**src/rtl/scarv_ccx_ic_pkg.sv**
```systemverilog
// rtl/scarv_ccx_ic_pkg.sv - shared types for the core complex interconnect
package scarv_ccx_ic_pkg;

  typedef enum logic {
    IC_ARB_IDLE   = 1'b0,
    IC_ARB_LOCKED = 1'b1
  } ic_arb_state_t;

  typedef logic ic_port_t;

  localparam ic_port_t IC_PORT_FETCH = 1'b0;
  localparam ic_port_t IC_PORT_DATA  = 1'b1;

endpackage

```
**src/rtl/scarv_ccx_ic_arb_pick.sv**
```systemverilog
// rtl/scarv_ccx_ic_arb_pick.sv - combinational two-port contention picker
module scarv_ccx_ic_arb_pick
  import scarv_ccx_ic_pkg::*;
#(
  parameter bit RR_ENABLE = 1'b1
) (
  input  logic req0,
  input  logic req1,
  input  logic last_gnt,
  input  logic starve,
  output logic sel
);

  always_comb begin
    sel = IC_PORT_FETCH;
    if (req1 && !req0) begin
      sel = IC_PORT_DATA;
    end else if (req0 && req1) begin
      sel = RR_ENABLE ? ~last_gnt : starve;
    end
  end

endmodule

```
**src/rtl/scarv_ccx_ic_arbiter.sv**
```systemverilog
// rtl/scarv_ccx_ic_arbiter.sv - two-requester to one-target memif arbiter
module scarv_ccx_ic_arbiter
  import scarv_ccx_ic_pkg::*;
#(
  parameter int AW        = 32,
  parameter int DW        = 32,
  parameter bit RR_ENABLE = 1'b1,
  parameter int MAX_WAIT  = 7
) (
  input  logic            g_clk,
  input  logic            g_resetn,

  input  logic            if_req0_req,
  output logic            if_req0_gnt,
  input  logic [AW-1:0]   if_req0_addr,
  input  logic            if_req0_wen,
  input  logic [DW/8-1:0] if_req0_strb,
  input  logic [DW-1:0]   if_req0_wdata,
  output logic [DW-1:0]   if_req0_rdata,
  output logic            if_req0_error,

  input  logic            if_req1_req,
  output logic            if_req1_gnt,
  input  logic [AW-1:0]   if_req1_addr,
  input  logic            if_req1_wen,
  input  logic [DW/8-1:0] if_req1_strb,
  input  logic [DW-1:0]   if_req1_wdata,
  output logic [DW-1:0]   if_req1_rdata,
  output logic            if_req1_error,

  output logic            if_mem_req,
  input  logic            if_mem_gnt,
  output logic [AW-1:0]   if_mem_addr,
  output logic            if_mem_wen,
  output logic [DW/8-1:0] if_mem_strb,
  output logic [DW-1:0]   if_mem_wdata,
  input  logic [DW-1:0]   if_mem_rdata,
  input  logic            if_mem_error,

  output logic            arb_owner
);

  localparam int WW = $clog2(MAX_WAIT + 1);
  localparam logic [WW-1:0] WAIT_MAX = WW'(MAX_WAIT);

  ic_arb_state_t state_q, state_d;
  ic_port_t      sel, sel_q, pick_sel, last_gnt_q, rsp_owner_q;
  logic          rsp_valid_q, sel_req, transfer, starve;
  logic [WW-1:0] wait_cnt_q;

  assign starve = (wait_cnt_q == WAIT_MAX);

  scarv_ccx_ic_arb_pick #(
    .RR_ENABLE (RR_ENABLE)
  ) u_pick (
    .req0     (if_req0_req),
    .req1     (if_req1_req),
    .last_gnt (last_gnt_q),
    .starve   (starve),
    .sel      (pick_sel)
  );

  // sel_q doubles as the lock target: in LOCKED it is never overwritten by pick.
  always_comb begin
    sel = sel_q;
    if (state_q == IC_ARB_IDLE && (if_req0_req || if_req1_req)) begin
      sel = pick_sel;
    end
  end

  assign sel_req  = (sel == IC_PORT_DATA) ? if_req1_req : if_req0_req;
  assign transfer = sel_req && if_mem_gnt;

  always_comb begin
    state_d = state_q;
    case (state_q)
      IC_ARB_IDLE:   if (sel_req && !if_mem_gnt) state_d = IC_ARB_LOCKED;
      IC_ARB_LOCKED: if (!sel_req || if_mem_gnt) state_d = IC_ARB_IDLE;
    endcase
  end

  always_ff @(posedge g_clk) begin
    if (!g_resetn) begin
      state_q     <= IC_ARB_IDLE;
      sel_q       <= IC_PORT_FETCH;
      last_gnt_q  <= IC_PORT_DATA;
      rsp_valid_q <= 1'b0;
      rsp_owner_q <= IC_PORT_FETCH;
    end else begin
      state_q     <= state_d;
      sel_q       <= sel;
      rsp_valid_q <= transfer;
      if (transfer) begin
        last_gnt_q  <= sel;
        rsp_owner_q <= sel;
      end
    end
  end

  always_ff @(posedge g_clk) begin
    if (!g_resetn || RR_ENABLE) begin
      wait_cnt_q <= '0;
    end else if (!if_req1_req || (transfer && sel == IC_PORT_DATA)) begin
      wait_cnt_q <= '0;
    end else if (!starve) begin
      wait_cnt_q <= wait_cnt_q + 1'b1;
    end
  end

  assign if_mem_req   = sel_req;
  assign if_mem_addr  = (sel == IC_PORT_DATA) ? if_req1_addr  : if_req0_addr;
  assign if_mem_wen   = (sel == IC_PORT_DATA) ? if_req1_wen   : if_req0_wen;
  assign if_mem_strb  = (sel == IC_PORT_DATA) ? if_req1_strb  : if_req0_strb;
  assign if_mem_wdata = (sel == IC_PORT_DATA) ? if_req1_wdata : if_req0_wdata;

  assign if_req0_gnt  = (sel == IC_PORT_FETCH) && if_mem_gnt;
  assign if_req1_gnt  = (sel == IC_PORT_DATA)  && if_mem_gnt;

  assign if_req0_rdata = (rsp_valid_q && rsp_owner_q == IC_PORT_FETCH) ? if_mem_rdata : '0;
  assign if_req0_error = rsp_valid_q && rsp_owner_q == IC_PORT_FETCH && if_mem_error;
  assign if_req1_rdata = (rsp_valid_q && rsp_owner_q == IC_PORT_DATA) ? if_mem_rdata : '0;
  assign if_req1_error = rsp_valid_q && rsp_owner_q == IC_PORT_DATA && if_mem_error;

  assign arb_owner = sel;

  // A locked requester must hold req until it sees gnt.
  a_locked_req_held: assert property (@(posedge g_clk) disable iff (!g_resetn)
    (state_q == IC_ARB_LOCKED) |-> sel_req);

endmodule
```
**config.mk**
```make
export PLATFORM = sky130hd
export DESIGN_NAME = scarv_ccx_ic_arbiter
export DESIGN_NICKNAME = d
export VERILOG_FILES = /design/src/rtl/scarv_ccx_ic_pkg.sv /design/src/rtl/scarv_ccx_ic_arb_pick.sv /design/src/rtl/scarv_ccx_ic_arbiter.sv
export SDC_FILE = /design/constraint.sdc
export NUM_CORES = 1
export LEC_CHECK = 0
export ABC_AREA = 1
export ABC_CLOCK_PERIOD_IN_PS = 1040
export BUFFER_PORTS_ARGS = -buffer_cell sky130_fd_sc_hd__buf_2
export CAP_MARGIN = 20
export CORE_AREA = 2 2 121 123
export CTS_CLUSTER_DIAMETER = 40
export CTS_CLUSTER_SIZE = 8
export DETAILED_ROUTE_END_ITERATION = 6
export DIE_AREA = 0 0 123 125
export SLEW_MARGIN = 10
export SYNTH_ARGS = -nofsm -noshare
export SYNTH_HDL_FRONTEND = slang
export SYNTH_SLANG_ARGS = --single-unit
export TNS_END_PERCENT = 20
```
**constraint.sdc**
```tcl
create_clock -name g_clk -period 1.04 [get_ports g_clk]
set_input_delay 0.052 -clock g_clk [delete_from_list [all_inputs] [get_ports g_clk]]
set_output_delay 0.052 -clock g_clk [all_outputs]
set_load 0.005 [all_outputs]
```
== After elaboration in Yosys (flattened, before gate mapping) ==
Cells that the tools add are included.

* Multipliers: 0
* Shift-type cells: 0
* Bitwise gates (word level): 4
* Equality and inequality tests: 0
* Reductions and logical operators: 16
* Mux-type cells: 13
* Order comparisons: 0
* Divide/modulo/power cells: 0
* Add/subtract/negate cells: 0

{| class="wikitable"
|+ Operators with widths
! cell !! count
|-
| $mux W32 || 4
|-
| $logic_and A1 B1 Y1 || 11
|-
| $mux W1 || 7
|-
| $mux W4 || 1
|-
| $not A1 Y1 || 4
|-
| $logic_not A1 Y1 || 3
|-
| $logic_or A1 B1 Y1 || 2
|-
| $pmux W1 S2 || 1
|}

* Memory bits (read-only): 0
* Register bits after elaboration: 5
* Bits in latches: 0
* Memories kept: 0
* Bits in writable memories: 0
* Bits of input ports: 176
* Output and inout port bits: 139
* Word-level logic and storage cells: 38

== Depth between registers and ports, before layout ==
* Depth after elaboration: 9
* Depth in mapped cells: 8
* Gate-level depth less buffers: 8

== By module ==
A second synthesis with hierarchy kept.

* Cell total of the unflattened synthesis: 367
* Area total of the unflattened synthesis: 2296.0 µm²

{| class="wikitable"
|+ By module, submodules not included
! module !! sequential area each (µm²) !! instances !! cells each !! area each (µm²)
|-
| scarv_ccx_ic_arbiter || 100.1 || 1 || 365 || 2283.4
|-
| scarv_ccx_ic_arb_pick || 0.0 || 1 || 2 || 12.5
|}

== Worst setup path after synthesis ==
Ideal clock, no wire load.

* Path type: reg2reg
* From: register state_q
* To: register rsp_owner_q
* Buffers on the path: 0
* Data arrival time: 0.920 ns
* Path slack: 0.054 ns
* Library setup time: 0.066 ns
* Clock period less this slack: 0.986 ns
* Data required time: 0.974 ns
* Cell stages (with the launch flop): 9
* Cell sequence: dfxtp_1 -> inv_2 -> nand2_2 -> nand2_1 -> nand2_4 -> inv_4 -> nor2_4 -> nand2_1 -> a21oi_2

* Cells in the longest elaborated chain, start to end: 5

{| class="wikitable"
|+ RTL lines
! element !! RTL line !! text
|-
| start, declared || scarv_ccx_ic_arbiter.sv:46 || <nowiki>ic_arb_state_t state_q, state_d;</nowiki>
|-
| start signal, assigned || scarv_ccx_ic_arbiter.sv:90 || <nowiki>state_q <= state_d;</nowiki>
|-
| $not A1 Y1 * || scarv_ccx_ic_arbiter.sv:66 || <nowiki>if (state_q == IC_ARB_IDLE && (if_req0_req || if_req1_req)) begin</nowiki>
|-
| $logic_and A1 B1 Y1 * || scarv_ccx_ic_arbiter.sv:66 ||
|-
| $mux W1 * || scarv_ccx_ic_arbiter.sv:66 ||
|-
| $mux W1 || scarv_ccx_ic_arbiter.sv:71 || <nowiki>assign sel_req = (sel == IC_PORT_DATA) ? if_req1_req : if_req0_req;</nowiki>
|-
| $logic_and A1 B1 Y1 || scarv_ccx_ic_arbiter.sv:72 || <nowiki>assign transfer = sel_req && if_mem_gnt;</nowiki>
|-
| end signal, assigned || scarv_ccx_ic_arbiter.sv:95 || <nowiki>rsp_owner_q <= sel;</nowiki>
|-
| end, declared || scarv_ccx_ic_arbiter.sv:47 || <nowiki>ic_port_t sel, sel_q, pick_sel, last_gnt_q, rsp_owner_q;</nowiki>
|}

Every way passes the cells marked *; elsewhere a longest branch is shown, timed or not.
A chain may end at the register's enable or synchronous reset.

== Worst setup path after layout ==
* From: register state_q
* To: output port if_mem_addr[5]

* Cells in the longest elaborated chain, start to end: 4

{| class="wikitable"
|+ RTL lines
! element !! RTL line !! text
|-
| $not A1 Y1 || scarv_ccx_ic_arbiter.sv:66 ||
|-
| $logic_and A1 B1 Y1 || scarv_ccx_ic_arbiter.sv:66 ||
|-
| $mux W1 || scarv_ccx_ic_arbiter.sv:66 ||
|-
| $mux W32 || scarv_ccx_ic_arbiter.sv:111 || <nowiki>assign if_mem_addr = (sel == IC_PORT_DATA) ? if_req1_addr : if_req0_addr;</nowiki>
|-
| end, declared || scarv_ccx_ic_arbiter.sv:33 || <nowiki>output logic [AW-1:0] if_mem_addr,</nowiki>
|}

Every way passes these cells.

==> impl_metrics.json <==
{
  "synth_cell_types": 16,
  "drcViolationCount": 0,
  "yosysTopAreaCellShare_pct": 53.6,
  "ir_drop_mv": 0.229,
  "synth_seq_cells": 5,
  "cap_violations": 0,
  "synthCells": 361,
  "cp.arrival_ns": 1.38,
  "post-place-ws_ns": -0.201,
  "critPathLaunchType": "flop",
  "skew_ns": 0.00411,
  "grt_first_pass_wirelength_um": 13300,
  "ant_nets": 0,
  "grt_overflow": 0,
  "whs_path_depth": 2,
  "cts_root_buffer": "clkbuf_16",
  "placedCellCount": 851,
  "path_clk_slew_ns": 0.03,
  "cts_tree": "built",
  "syn_area_per_cell_um2": 4.17,
  "fin_area_mm2": 0.00371,
  "yosys.area.top_type": "nand2_1",
  "slowest_delay_ns": 0.32,
  "maxSlewViolCount": 0,
  "fin_crit_sh_pct": 138,
  "viasPerCell": 3.77,
  "required_ns": 0.99,
  "core_area_mm2": 0.0142,
  "setup_ws_ns": -0.393,
  "antenna_found_initial": 2,
  "boundaryPins": 315,
  "cts_hold_buf": 0,
  "drt_iter0_markers": 90,
  "reg2reg_slack_ns": -0.14,
  "relSlewSlack_pct": 86.2,
  "tightestPinTransition_ns": 0.206,
  "crit_slowest_cell": "dfxtp_2",
  "htree_levels": 1,
  "final_util_pct": 26.1,
  "syn_area_mm2": 0.00151,
  "drive_gt1_share_pct": 56.3,
  "syn-num-nets": 537,
  "n_fill_cell": 1609,
  "cp_num_cells": 9,
  "cts.path.max_buffers": 2,
  "start_util_pct": 10.6,
  "grt_max_degree": 34,
  "fin_nets": 857,
  "io_buffers": 314,
  "gr-usage-all-layers_pct": 10.9,
  "fmax_mhz": 698,
  "criticalPathCategory": "flop to output port",
  "dp_hpwl_um": 7860,
  "worst_r2r_path_depth": 9,
  "fin_hold_ws_ns": 0.0209,
  "wl_per_cell_um": 11.6,
  "rsz0062_at_grt": "yes",
  "drt_wl_total_um": 10000,
  "insertion_delay_ns": 0.23,
  "setup_viol": 140,
  "yosysWarnings": 0,
  "rows": 44,
  "finalHoldViolations": 0,
  "p_leak_nw": 2.62,
  "end_kind": "output port",
  "fin_crit_ns": 1.43,
  "die_area_mm2": 0.0154,
  "synthToLayoutAreaGrowth_pct": 146,
  "crit_fanout": 6,
  "die_h_um": 125,
  "dr.pass1.iters": 4,
  "min-delay-path-class": "primary input to flop",
  "violations": "negative setup slack",
  "status": "finished with violations",
  "num_vias": 3262,
  "synthTopCellsByArea": "nand2_1 54%, nor2_1 17%, inv_1 10%, dfxtp_1 6.6%, buf_4 3.5%",
  "power_density_mw_per_mm2": 730,
  "crit_buf_inv": 4,
  "final_cells": 865,
  "cts_sinks": 5,
  "path_cells": "inv_2 -> nand2_2 -> nand2_2 -> nand2_4 -> buf_8 -> clkbuf_16 -> nand2_1 -> nand2_1 -> buf_2",
  "crit_family": "buffers and inverters",
  "synth-seq-area-share_pct": 6.64,
  "place_area_mm2": 0.00334,
  "grt_pass1_vias": 2796,
  "die_w_um": 123,
  "place_congestion": 0.831,
  "cts_buffers": 3
}
placed cells by master, fill, tap and decap left out, types with 2 or more instances in the layout:
cell,n
buf_12,5
buf_2,314
buf_4,5
buf_6,6
clkbuf_16,6
dfxtp_1,2
dfxtp_2,3
inv_1,39
inv_2,2
nand2_1,186
nand2_2,29
nand2_4,2
nand3_1,2
nand3_2,2
nor2_1,65
nor2_2,4
area by class of cell:
class / instances / area [um^2] / share of cell area, %
Timing Repair Buffer: 335 / 1890 / 51.1
Sequential cell: 5 / 104 / 2.80
Tap cell: 184 / 230 / 6.21
Inverter: 42 / 165 / 4.45
Multi-Input combinational cell: 294 / 1230 / 33.3
Antenna cell: 1 / 2.50 / 0.0675
Clock buffer: 4 / 78.8 / 2.13
cell usage after synthesis, drive strengths merged:
cell type,instances
nand2,217
nand3,4
dfxtp,5
inv,42
o211ai,1
nor2,70
buf,14
a21oi,1
clkbuf,6
nor3,1
state kept, by name (all words and copies together) (netlist names):
name and count:
rsp_owner_q 1, last_gnt_q 1, sel_q 1, state_q 1, rsp_valid_q 1
worst paths after layout:
kind | to | from
worst max register to register | rsp_owner_q | state_q
worst max-delay path | if_mem_addr[5] | state_q
worst min register to register | last_gnt_q | last_gnt_q
worst min-delay path | state_q | if_mem_gnt
cells by family after synthesis:
family | Yosys count | share of synthesized area, %
buf+inv | 62 | 17.9
flops | 5 | 6.64
simple gates | 292 | 74.3
compound gates | 2 | 1.08
routing by layer:
| metal | global-route usage, % | wire length, um |
|---|---|---|
| met5 | 0 | 16 |
| met4 | 2.21 | 76 |
| met3 | 1.64 | 1000 |
| met2 | 21.8 | 5060 |
| met1 | 11.8 | 3870 |
stage by stage:
step / TNS, ns / total power [mW]
3_3_place_gp: -8.54 / 1.82
4_1_cts: -29.68 / 2.62
2_1_floorplan: 0 / 0.915
3_5_place_dp: -9.57 / 1.81
6_report: -27.42 / 2.71
5_1_grt: -38.41 / 2.95
power by group:
part / total (mW) / internal, mW / leakage, nW / switching [mW]
Clock: 0.643 / 0.509 / 0.0382 / 0.134
Sequential: 0.220 / 0.209 / 0.0424 / 0.0104
Combinational: 1.84 / 0.928 / 2.54 / 0.915
Total: 2.71 / 1.65 / 2.62 / 1.06
timing repair:
| item | 4_1_cts | 5_1_grt |
|---|---|---|
| cloned | 2 | 4 |
| pin swaps | 4 | 14 |
| setup endpoints to repair | 142 | 142 |
| setup buffers | 4 | 2 |
| resized for setup | 21 | 31 |
No activity file was read; power rests on OpenSTA's default activity.
